## src/rtl/dispram_write_arb.sv

```systemverilog
// Display RAM write-port arbiter: round-robin between a host pixel port and a
// rectangular-run fill engine, with optional blanking-only write eligibility.
module dispram_write_arb #(
  parameter int AW         = 19,
  parameter int DW         = 12,
  parameter int FB_SIZE    = 307200,
  parameter int BLANK_ONLY = 0
) (
  input  logic          clk,
  input  logic          rst,
  input  logic          blank,
  input  logic          h_valid,
  output logic          h_ready,
  input  logic [AW-1:0] h_addr,
  input  logic [DW-1:0] h_data,
  input  logic          fill_start,
  input  logic          fill_abort,
  input  logic [AW-1:0] fill_base,
  input  logic [AW-1:0] fill_len,
  input  logic [DW-1:0] fill_colour,
  output logic          fill_busy,
  output logic          fill_done,
  output logic          ram_we,
  output logic [AW-1:0] ram_addr,
  output logic [DW-1:0] ram_din,
  output logic          err_oob
);

  typedef enum logic {IDLE, RUN} fill_state_e;

  // One extra bit so FB_SIZE == 2**AW still compares correctly.
  localparam logic [AW:0] FbLimit = (AW+1)'(FB_SIZE);

  fill_state_e   state_q, state_d;
  logic [AW-1:0] fillAddr_q, fillAddr_d;
  logic [AW-1:0] fillCnt_q, fillCnt_d;
  logic [DW-1:0] fillColour_q, fillColour_d;
  logic          favourHost_q, favourHost_d;
  logic          ramWe_q, ramWe_d;
  logic [AW-1:0] ramAddr_q, ramAddr_d;
  logic [DW-1:0] ramDin_q, ramDin_d;
  logic          fillDone_q, fillDone_d;
  logic          errOob_q, errOob_d;

  logic elig, fillRun, hostGrant, fillGrant, hostOob, fillOob;

  always_comb begin
    elig      = (BLANK_ONLY != 0) ? blank : 1'b1;
    fillRun   = (state_q == RUN);
    h_ready   = !rst && elig && (!fillRun || favourHost_q);
    hostGrant = h_valid && h_ready;
    fillGrant = !rst && fillRun && elig && !hostGrant;
    hostOob   = {1'b0, h_addr} >= FbLimit;
    fillOob   = {1'b0, fillAddr_q} >= FbLimit;

    state_d      = state_q;
    fillAddr_d   = fillAddr_q;
    fillCnt_d    = fillCnt_q;
    fillColour_d = fillColour_q;
    favourHost_d = favourHost_q;
    ramWe_d      = 1'b0;
    ramAddr_d    = ramAddr_q;
    ramDin_d     = ramDin_q;
    fillDone_d   = 1'b0;
    errOob_d     = 1'b0;

    if (hostGrant) begin
      favourHost_d = 1'b0;
      if (hostOob) begin
        errOob_d = 1'b1;
      end else begin
        ramWe_d   = 1'b1;
        ramAddr_d = h_addr;
        ramDin_d  = h_data;
      end
    end

    if (fillGrant) begin
      favourHost_d = 1'b1;
      if (fillOob) begin
        // Run truncated at the end of the frame buffer.
        errOob_d   = 1'b1;
        fillDone_d = !fill_abort;
        state_d    = IDLE;
      end else begin
        ramWe_d    = 1'b1;
        ramAddr_d  = fillAddr_q;
        ramDin_d   = fillColour_q;
        fillAddr_d = fillAddr_q + AW'(1);
        fillCnt_d  = fillCnt_q - AW'(1);
        if (fillCnt_q == AW'(1)) begin
          state_d    = IDLE;
          fillDone_d = !fill_abort;
        end
      end
    end

    case (state_q)
      IDLE: begin
        if (fill_start && !fill_abort) begin
          fillAddr_d   = fill_base;
          fillCnt_d    = fill_len;
          fillColour_d = fill_colour;
          if (fill_len == '0) fillDone_d = 1'b1;
          else                state_d    = RUN;
        end
      end
      RUN: begin
        if (fill_abort) state_d = IDLE;
      end
      default: state_d = IDLE;
    endcase
  end

  always_ff @(posedge clk) begin
    if (rst) begin
      state_q      <= IDLE;
      fillAddr_q   <= '0;
      fillCnt_q    <= '0;
      fillColour_q <= '0;
      favourHost_q <= 1'b1;
      ramWe_q      <= 1'b0;
      ramAddr_q    <= '0;
      ramDin_q     <= '0;
      fillDone_q   <= 1'b0;
      errOob_q     <= 1'b0;
    end else begin
      state_q      <= state_d;
      fillAddr_q   <= fillAddr_d;
      fillCnt_q    <= fillCnt_d;
      fillColour_q <= fillColour_d;
      favourHost_q <= favourHost_d;
      ramWe_q      <= ramWe_d;
      ramAddr_q    <= ramAddr_d;
      ramDin_q     <= ramDin_d;
      fillDone_q   <= fillDone_d;
      errOob_q     <= errOob_d;
    end
  end

  assign fill_busy = (state_q == RUN);
  assign fill_done = fillDone_q;
  assign ram_we    = ramWe_q;
  assign ram_addr  = ramAddr_q;
  assign ram_din   = ramDin_q;
  assign err_oob   = errOob_q;

endmodule

```

## config.mk

```make
export PLATFORM = sky130hd
export DESIGN_NAME = dispram_write_arb
export DESIGN_NICKNAME = d
export VERILOG_FILES = /design/src/rtl/dispram_write_arb.sv
export SDC_FILE = /design/constraint.sdc
export NUM_CORES = 1
export LEC_CHECK = 0
export ABC_AREA = 1
export CAP_MARGIN = 20
export CORE_MARGIN = 4
export CORE_UTILIZATION = 50
export DETAILED_ROUTE_END_ITERATION = 12
export MAX_ROUTING_LAYER = met4
export PLACE_DENSITY = 0.85
export SYNTH_ARGS = -nofsm -noshare
export SYNTH_HDL_FRONTEND = slang
export SYNTH_SLANG_ARGS = --single-unit
```

## constraint.sdc

```tcl
create_clock -name clk -period 1.9 [get_ports clk]
set_clock_uncertainty 0.05 [all_clocks]
set_input_delay 0.38 -clock clk [delete_from_list [all_inputs] [get_ports clk]]
set_output_delay 0.38 -clock clk [all_outputs]
set_load 0.03 [all_outputs]
```

* After elaboration in Yosys (flattened, before gate mapping) *
Cells that the tools add are included.

storage, ports and cells
  output and inout bits = 36
  logic and storage cells = 66
  flip-flop bits (word level) = 86
  input port bits = 87

cells by class
  reductions and logical operators = 13
  bitwise logic cells = 1
  mux-type cells = 37
  equality and inequality tests = 1
  order comparisons = 2
  $add $sub $neg = 2

operators by type and width
  cell                     number
  $mux W19                 12
  $mux W12                 4
  $ge A19 B19 Y1 const B   2
  $mux W1                  20
  $add A19 B1 Y19 const B  1
  $eq A19 B1 Y1 const B    1
  $logic_not A19 Y1        1
  $sub A19 B1 Y19 const B  1
  $logic_and A1 B1 Y1      5
  $logic_not A1 Y1         4
  $pmux W1 S2              1
  $reduce_and A2 Y1        1
  $reduce_or A2 Y1         1
  $logic_or A1 B1 Y1       1
  $not A1 Y1               1

* Logic depth before layout (Yosys ltp) *
  depth after elaboration = 10
  depth in mapped cells = 13
  mapped depth without buffers = 13

* Least setup slack after synthesis *
No wires, ideal clock.

  path type = flip-flop to flip-flop
  start point = reg state_q, in the netlist fill_busy
  end point = reg fillAddr_q[6]
  cell stages (with the launch flop) = 12
  path buffers = 1
  slack = 0.232 ns
  required time = 1.737 ns
  clock period less this slack = 1.668 ns
  arrival time = 1.505 ns
  setup time = 0.113 ns
  cell sequence = dfxtp_1 > nand2_1 > nand3_2 > nand2_4 > inv_8 > nand2_8 > inv_2 > buf_6 > nand2_2 > xnor2_1 > o21ai_1 > inv_1

between the ends
  cells in the longest elaborated chain, start to end = 9
  elaborated cells between the ends (all ways) = 10
  classes of those cells = mux: 3; reduce/logical: 7

RTL lines
  item                    RTL line  text
  from (decl)             34        fill_state_e state_q, state_d;
  from (signal assigned)  128       state_q <= state_d;
  $logic_not A1 Y1        50        h_ready = !rst && elig && (!fillRun || favourHost_q);
  $logic_or A1 B1 Y1      50
  $logic_and A1 B1 Y1     50
  $logic_and A1 B1 Y1     51        hostGrant = h_valid && h_ready;
  $logic_not A1 Y1        52        fillGrant = !rst && fillRun && elig && !hostGrant;
  $logic_and A1 B1 Y1     52
  $mux W19                78        if (fillGrant) begin
  $mux W19                100       if (fill_start && !fill_abort) begin
  $mux W19 (*)            98        case (state_q)
  to (signal assigned)    129       fillAddr_q <= fillAddr_d;
  to (decl)               35        logic [AW-1:0] fillAddr_q, fillAddr_d;

Every way passes the cells marked *; elsewhere a longest branch is shown, timed or not.
A chain may end at the register's enable or synchronous reset.

* Worst setup path in the final report *
  start point = reg ramDin_q[7], in the netlist ram_din[7]
  end point = out ram_din[7]

RTL lines
  item                    RTL line  text
  from (decl)             41        logic [DW-1:0] ramDin_q, ramDin_d;
  from (signal assigned)  135       ramDin_q <= ramDin_d;
  to (decl)               25        output logic [DW-1:0] ram_din,

No word-level cell between the ends.

==> results.tsv <==
stage	metric	value	unit
logic_synthesis	Yosys cell types	41	
critical_path	Setup crit start	ram_din[7]$_SDFF_PP0_	
timing	fin crit share	0.967	
logic_synthesis	Mapped Avg Cell Area	6.68	µm²
timing	setup_tns	0	ns
floorplan	Initial Util	0.521	
critical_path	CP cell instances	clkdlybuf4s50_1	
critical_path	RR Startpoint	fillAddr_q[13]$_SDFF_PP0_	
critical_path	FF-to-FF End	fillAddr_q[5]$_SDFF_PP0_	
floorplan	full die area	0.0114	mm²
clocking	clk sinks	86	
global_route	initial antenna violation count	1	
place	Port Buffers	121	
layout	commonest non-fill, non-tap cell in the layout	nand2_1	
worst_hold_path	hold crit path type	reg2reg	
run	Max-cap violations	0	
layout	nets	955	
logic_synthesis	Syn Inst Count	731	
floorplan	die width	107	µm
timing	fmax	544	MHz
power_and_ir_drop	LEAKAGE	3.11	nW
clocking	CTS max path bufs	2	
critical_path	Max stage delay cell, worst path	clkdlybuf4s50_1	
global_route	first-pass GRT wire length	22200	µm
critical_path	Buf/Inv on CP	1	
floorplan	chip height	107	µm
timing	Fin Hold WS	0.421	ns
global_route	GR Layer Usage met1	0.279	
global_route	M2 GR Usage	0.442	
clocking	Root Buffer	clkbuf_8	
logic_synthesis	Post-synth EDFFs	0	
logic_synthesis	dominant cell type by area after synthesis	dfxtp_1	
logic_synthesis	syn nets	822	
worst_hold_path	Hold EP	fillColour_q[1]$_SDFFE_PP0P_	
timing	final critical-path required period	1.84	ns
timing	Slew headroom	0.710	
critical_path	endpoint type of the worst setup path	primary output	
clocking	CTS tree	built	
logic_synthesis	Top FF cell, synth	dfxtp_1	
global_route	GRT Total Usage	0.246	
critical_path	Startpoint Class	flop	
clocking	Clock Pin Slew Worst Setup and Hold Paths	0.10	ns
detailed_routing	drt drc	0	
global_route	pin count of the biggest net entering global routing	40	
power_and_ir_drop	Peak supply drop	0.380	mV
critical_path	Reg2Reg Depth	9	
power_and_ir_drop	PD cells	667	mW/mm²
global_route	grt met3 use	0.0319	
critical_path	peak fanout along the critical path	2	
layout	share of post-route cells with drive strength above 1	0.108	
clocking	CTS H-tree lvls	3	
place	Placer Congestion	0.856	
timing	Slew Viols, Final	0	
timing	Hold Fails Final Rpt	0	
logic_synthesis	mapped cell area	0.00489	mm²
critical_path	reg-to-reg setup timing slack	0.18	ns
floorplan	Core ar.	0.00937	mm²
timing	final setup fails	0	
critical_path	critical path required time	1.47	ns
clocking	CTS Buf Count	9	
layout	most frequent cells in the layout	nand2_1, clkdlybuf4s50_1, inv_1, dfxtp_1, nor2_1	
floorplan	num ports	123	
status	outcome	completed	
clocking	Clk Latency, worst-skew pair	0.35	ns
detailed_routing	initial DRC count	241	
logic_synthesis	synthesis-stage register bit count	86	
detailed_routing	routed wire length	13500	µm
place	dpl hpwl	10400	µm
global_route	Overflow after GRT	0	
worst_hold_path	hold_sp	fillColour_q[1]$_SDFFE_PP0P_	
worst_hold_path	hold path depth	2	
critical_path	CP Class	reg2out	
layout	fillers	781	
critical_path	largest stage delay on the critical path	0.69	ns
layout	Layout area overhead	34.8	%
detailed_routing	drt pass-1 iters	5	
global_route	GRT busiest layer	met2	
detailed_routing	Vias/cell	5.08	
logic_synthesis	Syn. warnings	0	
logic_synthesis	top post-synthesis cells by area	dfxtp_1, nand2_1, inv_1	
logic_synthesis	share of the synthesized area in the top cell type	0.352	
logic_synthesis	Async S/R FF share, synth	0	
timing	worst-margin pin slew	0.431	ns
floorplan	FP Rows	35	
power_and_ir_drop	Power Total	4.39	mW
detailed_routing	final antenna-violating net count	0	
logic_synthesis	sequential area share after synthesis	0.352	
critical_path	Top delay family on crit path	buffers and inverters	
detailed_routing	post-DR wirelength/cell	13.5	µm
global_route	vias in the first global route	4844	
detailed_routing	total number of vias	5073	
timing	RSZ-0062 raised after global routing	false	
critical_path	crit path DAT	1.41	ns
==> through the flow <==
stage	util	instance area [µm²]	setup WS, ns	cells
after global routing	0.703	6590	0.0111	999
after detailed placement	0.681	6380	-0.154	982
after floorplan	-	4890	0.232	731
after global placement	0.681	6380	-0.106	982
after CTS	0.701	6570	0.0280	998
final	0.703	6590	0.0634	999
==> sequential cells by signal, summed over array words and instances, names as in the netlist <==
register and count:
fillAddr_q 19, fillCnt_q 19, ram_addr 19, fillColour_q 12
ram_din 12, err_oob 1, favourHost_q 1, fill_busy 1
fill_done 1, ram_we 1
==> cell families (layout without fill, tap and decap cells) <==
| family | count (synthesis) | after routing | synth area share |
|---|---|---|---|
| AND/OR/NAND/NOR | 342 | 342 | 0.336 |
| XOR/XNOR | 12 | 12 | 0.0215 |
| flip-flops | 86 | 86 | 0.352 |
| adder cells (fa/ha/maj) | 4 | 4 | 0.0102 |
| buffers and inverters | 149 | 287 | 0.135 |
| AO/OA/AOI/OAI | 138 | 138 | 0.145 |
| other | 0 | 1 | 0 |
==> where the power goes <==
group	internal (mW)	total [mW]	switching [mW]
Sequential	1.93	2.03	0.0955
Combinational	0.507	1.12	0.609
Clock	0.505	1.25	0.745
Total	2.94	4.39	1.45
==> synth_stat cells, types with 5 or more instances <==
cell type and number:
a21oi_1 47, a31oi_1 5, buf_2 10, clkbuf_1 13, dfxtp_1 86, inv_1 109, nand2_1 169, nand3_1 43
nand3_2 6, nand4_1 6, nor2_1 76, nor2_4 8, nor3_1 7, o21ai_0 70, o21ai_1 12, xnor2_1 6
xor2_1 6
==> per-layer routing <==
metal  part of all wire  vias to the layer above
li1                   -                     2573
met1               0.41                     2316
met2               0.51                      158
met3              0.049                       26
met4              0.026                        0
met5                  0                        -
==> area by class of cell <==
type | count | area (µm²) | share of cell area
Sequential cell | 86 | 1720 | 0.262
Clock inverter | 7 | 63.8 | 0.00969
Tap cell | 129 | 161 | 0.0245
Multi-Input combinational cell | 496 | 2510 | 0.382
Inverter | 115 | 440 | 0.0669
Clock buffer | 9 | 124 | 0.0188
Antenna cell | 1 | 2.50 | 0.000380
Timing Repair Buffer | 156 | 1560 | 0.236
==> worst reg2reg max path, stage by stage (launching register included) <==
cell and delay, ns:
dfxtp_1 0.42, nand3_1 0.14, nand3_2 0.11, nand2_4 0.15
nand2_8 0.17, clkinv_2 0.19, nand2_1 0.13, xor2_1 0.06
o21ai_0 0.16, inv_1 0.05
==> timing repair <==
action | CTS | global route
gates cloned | 0 | 0
pin swaps | 0 | 1
endpoints found under the hold margin | 0 | 0
hold buffers | 0 | 0
endpoints found under the setup margin | 1 | 9
resized for setup | 1 | 8
setup buffers | 0 | 0
==> worst max-delay path by stage <==
stage | cells after the start | endpoint | slack [ns]
floorplan | 11 | fillAddr_q[6]$_SDFF_PP0_ | 0.23
global placement | 13 | ram_addr[0]$_SDFF_PP0_ | -0.11
detailed placement | 10 | ram_addr[8]$_SDFF_PP0_ | -0.15
CTS | 1 | ram_addr[7] | 0.03
global route | 10 | fillAddr_q[7]$_SDFF_PP0_ | 0.01
finish | 1 | ram_din[7] | 0.06
Power figures use the tool's default switching activity.
